--- src/rtl/slv_guard_rst_ctrl.sv ---
// slv_guard_rst_ctrl: recovery sequencer from slave-guard timeout to subordinate reset and reopen.
// Optional SLV_GUARD_RST_CTRL_AUTO_RETRY_EN re-runs recovery while the guard request persists.
module slv_guard_rst_ctrl #(
  parameter int unsigned RstPulseCycles = 16,
  parameter int unsigned AckTimeout     = 1024,
  parameter int unsigned HoldOffCycles  = 8,
  parameter int unsigned MaxRetries     = 3,
  parameter int unsigned CntWidth       = 8
) (
  input  logic                clk_i,
  input  logic                rst_ni,
  input  logic                ctrl_en_i,
  input  logic                guard_rst_req_i,
  input  logic                rst_stat_i,
  input  logic                irq_clr_i,
  output logic                isolate_o,
  output logic                slv_rst_req_o,
  output logic                guard_clear_o,
  output logic                irq_o,
  output logic                fatal_o,
  output logic [CntWidth-1:0] recover_cnt_o
);
  localparam int unsigned MaxA = RstPulseCycles > AckTimeout ? RstPulseCycles : AckTimeout;
  localparam int unsigned MaxC = MaxA > HoldOffCycles ? MaxA : HoldOffCycles;
  localparam int unsigned TW   = $clog2(MaxC + 1);
  localparam logic [2:0] IDLE     = 3'd0;
  localparam logic [2:0] RESET    = 3'd1;
  localparam logic [2:0] WAIT_REL = 3'd2;
  localparam logic [2:0] HOLDOFF  = 3'd3;
  localparam logic [2:0] FATAL    = 3'd4;
  logic [2:0]          state_q, state_d;
  logic [TW-1:0]       pulse_q, pulse_d, ack_q, ack_d, hold_q, hold_d;
  logic                trig;
  logic                pulse_done;
  logic                isolate_d, slv_rst_req_d, guard_clear_d, irq_d, fatal_d;
  logic [CntWidth-1:0] recover_d;
`ifdef SLV_GUARD_RST_CTRL_AUTO_RETRY_EN
  localparam int unsigned RW = $clog2(MaxRetries + 1);
  logic [RW-1:0] retry_q, retry_d;
`endif
  assign pulse_done = pulse_q == TW'(RstPulseCycles);
  // ack/hold counters start at 1 on entry so a state lasts exactly the parameter in cycles
  always_comb begin
    state_d = state_q;
    pulse_d = pulse_q;
    ack_d   = ack_q;
    hold_d  = hold_q;
    trig    = 1'b0;
`ifdef SLV_GUARD_RST_CTRL_AUTO_RETRY_EN
    retry_d = retry_q;
`endif
    case (state_q)
      IDLE: begin
        pulse_d = '0;
        ack_d   = TW'(1);
        if (guard_rst_req_i && ctrl_en_i) begin
          state_d = RESET;
          trig    = 1'b1;
`ifdef SLV_GUARD_RST_CTRL_AUTO_RETRY_EN
          retry_d = RW'(1);
`endif
        end
      end
      RESET: begin
        pulse_d = pulse_done ? pulse_q : pulse_q + 1'b1;
        if (pulse_done && rst_stat_i) begin
          state_d = WAIT_REL;
          ack_d   = TW'(1);
        end else if (ack_q == TW'(AckTimeout)) state_d = FATAL;
        else ack_d = ack_q + 1'b1;
      end
      WAIT_REL: begin
        hold_d = TW'(1);
        if (!rst_stat_i) state_d = HOLDOFF;
        else if (ack_q == TW'(AckTimeout)) state_d = FATAL;
        else ack_d = ack_q + 1'b1;
      end
      HOLDOFF: begin
        pulse_d = '0;
        ack_d   = TW'(1);
        if (hold_q != TW'(HoldOffCycles)) hold_d = hold_q + 1'b1;
        else if (!guard_rst_req_i) begin
          state_d = IDLE;
`ifdef SLV_GUARD_RST_CTRL_AUTO_RETRY_EN
          retry_d = '0;
`endif
        end else begin
`ifdef SLV_GUARD_RST_CTRL_AUTO_RETRY_EN
          if (retry_q == RW'(MaxRetries)) state_d = FATAL;
          else begin
            state_d = RESET;
            trig    = 1'b1;
            retry_d = retry_q + 1'b1;
          end
`else
          state_d = FATAL;
`endif
        end
      end
      FATAL:   state_d = FATAL;
      default: state_d = IDLE;
    endcase
  end
  assign isolate_d     = state_d != IDLE;
  assign slv_rst_req_d = state_d == RESET || state_d == FATAL;
  assign guard_clear_d = state_q == WAIT_REL && state_d == HOLDOFF;
  assign fatal_d       = state_d == FATAL;
  assign irq_d         = trig ? 1'b1 : irq_clr_i ? 1'b0 : irq_o;
  assign recover_d     = trig && recover_cnt_o != '1 ? recover_cnt_o + 1'b1 : recover_cnt_o;
  always_ff @(posedge clk_i or negedge rst_ni) begin
    if (!rst_ni) begin
      state_q       <= IDLE;
      pulse_q       <= '0;
      ack_q         <= '0;
      hold_q        <= '0;
      isolate_o     <= 1'b0;
      slv_rst_req_o <= 1'b0;
      guard_clear_o <= 1'b0;
      irq_o         <= 1'b0;
      fatal_o       <= 1'b0;
      recover_cnt_o <= '0;
    end else begin
      state_q       <= state_d;
      pulse_q       <= pulse_d;
      ack_q         <= ack_d;
      hold_q        <= hold_d;
      isolate_o     <= isolate_d;
      slv_rst_req_o <= slv_rst_req_d;
      guard_clear_o <= guard_clear_d;
      irq_o         <= irq_d;
      fatal_o       <= fatal_d;
      recover_cnt_o <= recover_d;
    end
  end
`ifdef SLV_GUARD_RST_CTRL_AUTO_RETRY_EN
  always_ff @(posedge clk_i or negedge rst_ni) begin
    if (!rst_ni) retry_q <= '0;
    else retry_q <= retry_d;
  end
`endif
endmodule

--- config.mk ---
export PLATFORM = sky130hd
export DESIGN_NAME = slv_guard_rst_ctrl
export DESIGN_NICKNAME = d
export VERILOG_FILES = /design/src/rtl/slv_guard_rst_ctrl.sv
export SDC_FILE = /design/constraint.sdc
export NUM_CORES = 1
export LEC_CHECK = 0
export BUFFER_PORTS_ARGS = -buffer_cell sky130_fd_sc_hd__buf_2
export CORE_MARGIN = 3
export CORE_UTILIZATION = 60
export DETAILED_ROUTE_END_ITERATION = 7
export PLACE_DENSITY = 0.79
export REMOVE_ABC_BUFFERS = 1
export SLEW_MARGIN = 20
export SYNTH_ARGS = -nofsm -noshare
export SYNTH_HDL_FRONTEND = slang
export SYNTH_SLANG_ARGS = --single-unit
--- constraint.sdc ---
create_clock -name clk_i -period 2.7 [get_ports clk_i]
set_input_delay 0.81 -clock clk_i [delete_from_list [all_inputs] [get_ports clk_i]]
set_output_delay 0.81 -clock clk_i [all_outputs]
set_load 0.02 [all_outputs]
==> metrics <==
Finished Layout Cells 345; internal power contribution 1.306 mW; Post-Syn Area per Cell 9.656 sq um; count of state elements after synthesis 49; GPL Wtd Cong 0.8151; cells along the critical path nor2b_1, nor3_1, a21o_2, o21ai_0, mux2_2; Clock Sinks 49; latest clock arrival within the worst-skew pair 300 ps; worst relative slew slack 35.94%; layout cells sized above 1 14.24%; Cell Rows 23; overall power consumption 1.935 mW; switching power of the nets 0.6287 mW; required time of the critical path 2890 ps; sequential share of power 47.2%; die boundary height 71.80 um; max-slew violation total from the final report 0; I/O pin cnt 19; count of final hold-check violations 0; placed cells 337; synthesis warning total 0; element type at the critical path start flop; Pwr per Cell Area 668.1 nW/um^2; H-tree levels 2; Core Region 4086 sq um; Gate power share 24.9%; Most used DFF post-synth sky130_fd_sc_hd__dfrtp_1; Worst Reg2Reg Path Length in Cells 5; Worst-path clk slew 90 ps; result of the run completed; Tcrit/Tclk final 77.16%; fraction of synthesized cell area taken by the top area cell type 47.21%; clock tree from TritonCTS yes; cells taking the most area after synthesis sky130_fd_sc_hd__dfrtp_1 47%, sky130_fd_sc_hd__xnor2_1 5.1%, sky130_fd_sc_hd__nor2_1 4.5%; cell with the largest stage delay on the worst path sky130_fd_sc_hd__nor3_1; maximum resistive drop on vdd 0.5915 mV; Max Clock Skew 10.29 ps; buffer cell driving the clock tree root sky130_fd_sc_hd__clkbuf_8; drt total wl 4.991 mm; Area Overhead vs Synth 11.51%; via count of the first global-routing pass 2087; Via Count 2058; peak fanout along the critical path 9; instance area at placement 2780 sq um; number of enable-type register cells in the synthesized netlist 0; number of fill cells 315; per-cell via count in the routed design 5.965; critical path start-end classification reg -> reg; iteration count of the initial detailed-routing pass 4; number of setup violations in the final report 0; Detailed Place HPWL 3.642 mm; total CTS buffers 5; async set-or-reset flop fraction in the synthesized netlist 100.0%; IO Port Bufs 18; post-route ant nets 0; post-CTS repair timing setup buffer count 0; die width 71.80 um; total gr overflow 0; count of cells resized by post-cts repair 0; final routed wire length divided by cell count 14.47 um; remaining routing DRC violations 0; signal arrival time at the worst endpoint 2270 ps; number of antenna cells inserted 0; unrepaired setup endpoints after global routing no; leakage power of the design 1.323 nW; Clk pwr share 27.9%; sequential share of the synthesized area 47.21%; transition time of the tightest slew-check pin 953.6 ps; global-route wire length before repair 9.101 mm; top post-synthesis cells by count 49 x sky130_fd_sc_hd__dfrtp_1, 31 x sky130_fd_sc_hd__nor2_1, 19 x sky130_fd_sc_hd__nand2_1; Final Core Density 70.88%; upper clock frequency limit 480.0 MHz; initial standard-cell utilization of the core 63.56%; # hold bufs at CTS 0; Clock Path Buffers 2; crit path time final 2083 ps; initial antenna violation count 0; post-route design area 2897 sq um; switch share 32.49%; Nets 307; count of routing violations after the opening detailed-route iteration 95; biggest area consumer among synthesized cells sky130_fd_sc_hd__dfrtp_1; cell with the most instances after synthesis sky130_fd_sc_hd__dfrtp_1; combined global-route utilization of all metal layers 22.08%; largest stage delay on the critical path 780 ps; DIE AREA 5155 sq um; Critical Path End Type flop; Synth Instances 269; Netlist Area Pre-Place 2597 sq um; setup tns final 0 ps; count of different cell masters after synthesis 50; maximum number of pins on one net before global-route repair 50; kind of path behind the tightest hold check in -> async; max-cap violation count 0
[routing by layer]
layer | up-vias | share of wire (%) | track usage (%) | routed length [um]
met5 | - | 0 | 0 | 0
met4 | 0 | 1.1 | 5.219 | 54
met3 | 6 | 2.8 | 4.769 | 140
met2 | 24 | 50 | 37.96 | 2509
met1 | 1028 | 46 | 28.52 | 2286
li1 | 1000 | - | - | -
[cell usage in the layout, fill, tap and decap left out, drive strengths merged, types with 2 or more instances in the layout]
cell type	n
or4	2
nand2b	4
xor2	10
o21a	3
nor4b	2
xnor2	15
a21oi	9
nand2	19
mux2	2
nand3	9
o22ai	4
and4	2
nand3b	2
o21ai	14
clkbuf	7
ha	7
nor4	6
inv	14
o211ai	2
nor2	31
and3	8
nor2b	5
dfrtp	49
or3	4
a31oi	2
and2	3
nor3	9
a21o	3
nand4	12
buf	23
[state kept, by name (all words and copies together), names as in the netlist]
name and cells:
fatal_o 1, state_q 3, recover_cnt_o 8, pulse_q 11, isolate_o 1, guard_clear_o 1, slv_rst_req_o 1, hold_q 11
ack_q 11, irq_o 1
[power by group through the flow]
stage	combinational (mW)	sequential (mW)	clock (mW)
finish	0.482	0.914	0.539
global route	0.539	0.931	0.581
CTS	0.488	0.911	0.554
detailed placement	0.486	0.924	0
global placement	0.473	0.923	0
floorplan	0.272	0.972	0
[final cells by class]
| type | instances | area [sq um] | area share, % |
|---|---|---|---|
| Clock inverter | 1 | 30.03 | 1.037 |
| Tap cell | 50 | 62.56 | 2.160 |
| Timing Repair Buffer | 23 | 140.1 | 4.838 |
| Multi-Input combinational cell | 201 | 1299 | 44.84 |
| Sequential cell | 49 | 1226 | 42.33 |
| Clock buffer | 7 | 86.33 | 2.981 |
| Inverter | 14 | 52.55 | 1.814 |
[cell families (layout without fill, tap and decap cells)]
logic type,count (synthesis),in the layout,share of synthesized area [%]
mux,3,3,1.252
flops,49,49,47.21
buf+inv,19,45,2.793
xor+xnor,25,25,8.430
fa+ha+maj,7,7,3.372
simple gates,122,122,25.67
compound gates,44,44,11.27
[critical path, delay by kind of cell (launching register included)]
family,cells,cell delay [ps]
muxes,1,270
and+or+nand+nor,2,970
DFF,1,460
AOI/OAI and AO/OA,2,290
[metrics by stage]
stage | worst slack [ps] | hold WS (ps)
after global routing | 405.2 | 497.8
after detailed placement | 389.8 | 478.2
after global placement | 394.3 | 473.1
after CTS | 574.3 | 479.9
after floorplan | 602.8 | 465.1
final | 616.6 | 451.6
[path summary, 6_finish.rpt]
kind	start	end	slack, ps
worst max-delay path	state_q[0]$_DFF_PN0_	ack_q[9]$_DFFE_PN0P_	620
worst min-delay path	rst_ni	hold_q[5]$_DFFE_PN0P_	450
worst max register to register	state_q[0]$_DFF_PN0_	ack_q[9]$_DFFE_PN0P_	620
worst min register to register	recover_cnt_o[6]$_DFFE_PN0P_	recover_cnt_o[6]$_DFFE_PN0P_	500
max in group asynchronous	rst_ni	isolate_o$_DFF_PN0_	1990
min in group clk_i	recover_cnt_o[6]$_DFFE_PN0P_	recover_cnt_o[6]$_DFFE_PN0P_	500
No activity file was read; power rests on OpenSTA's default activity.
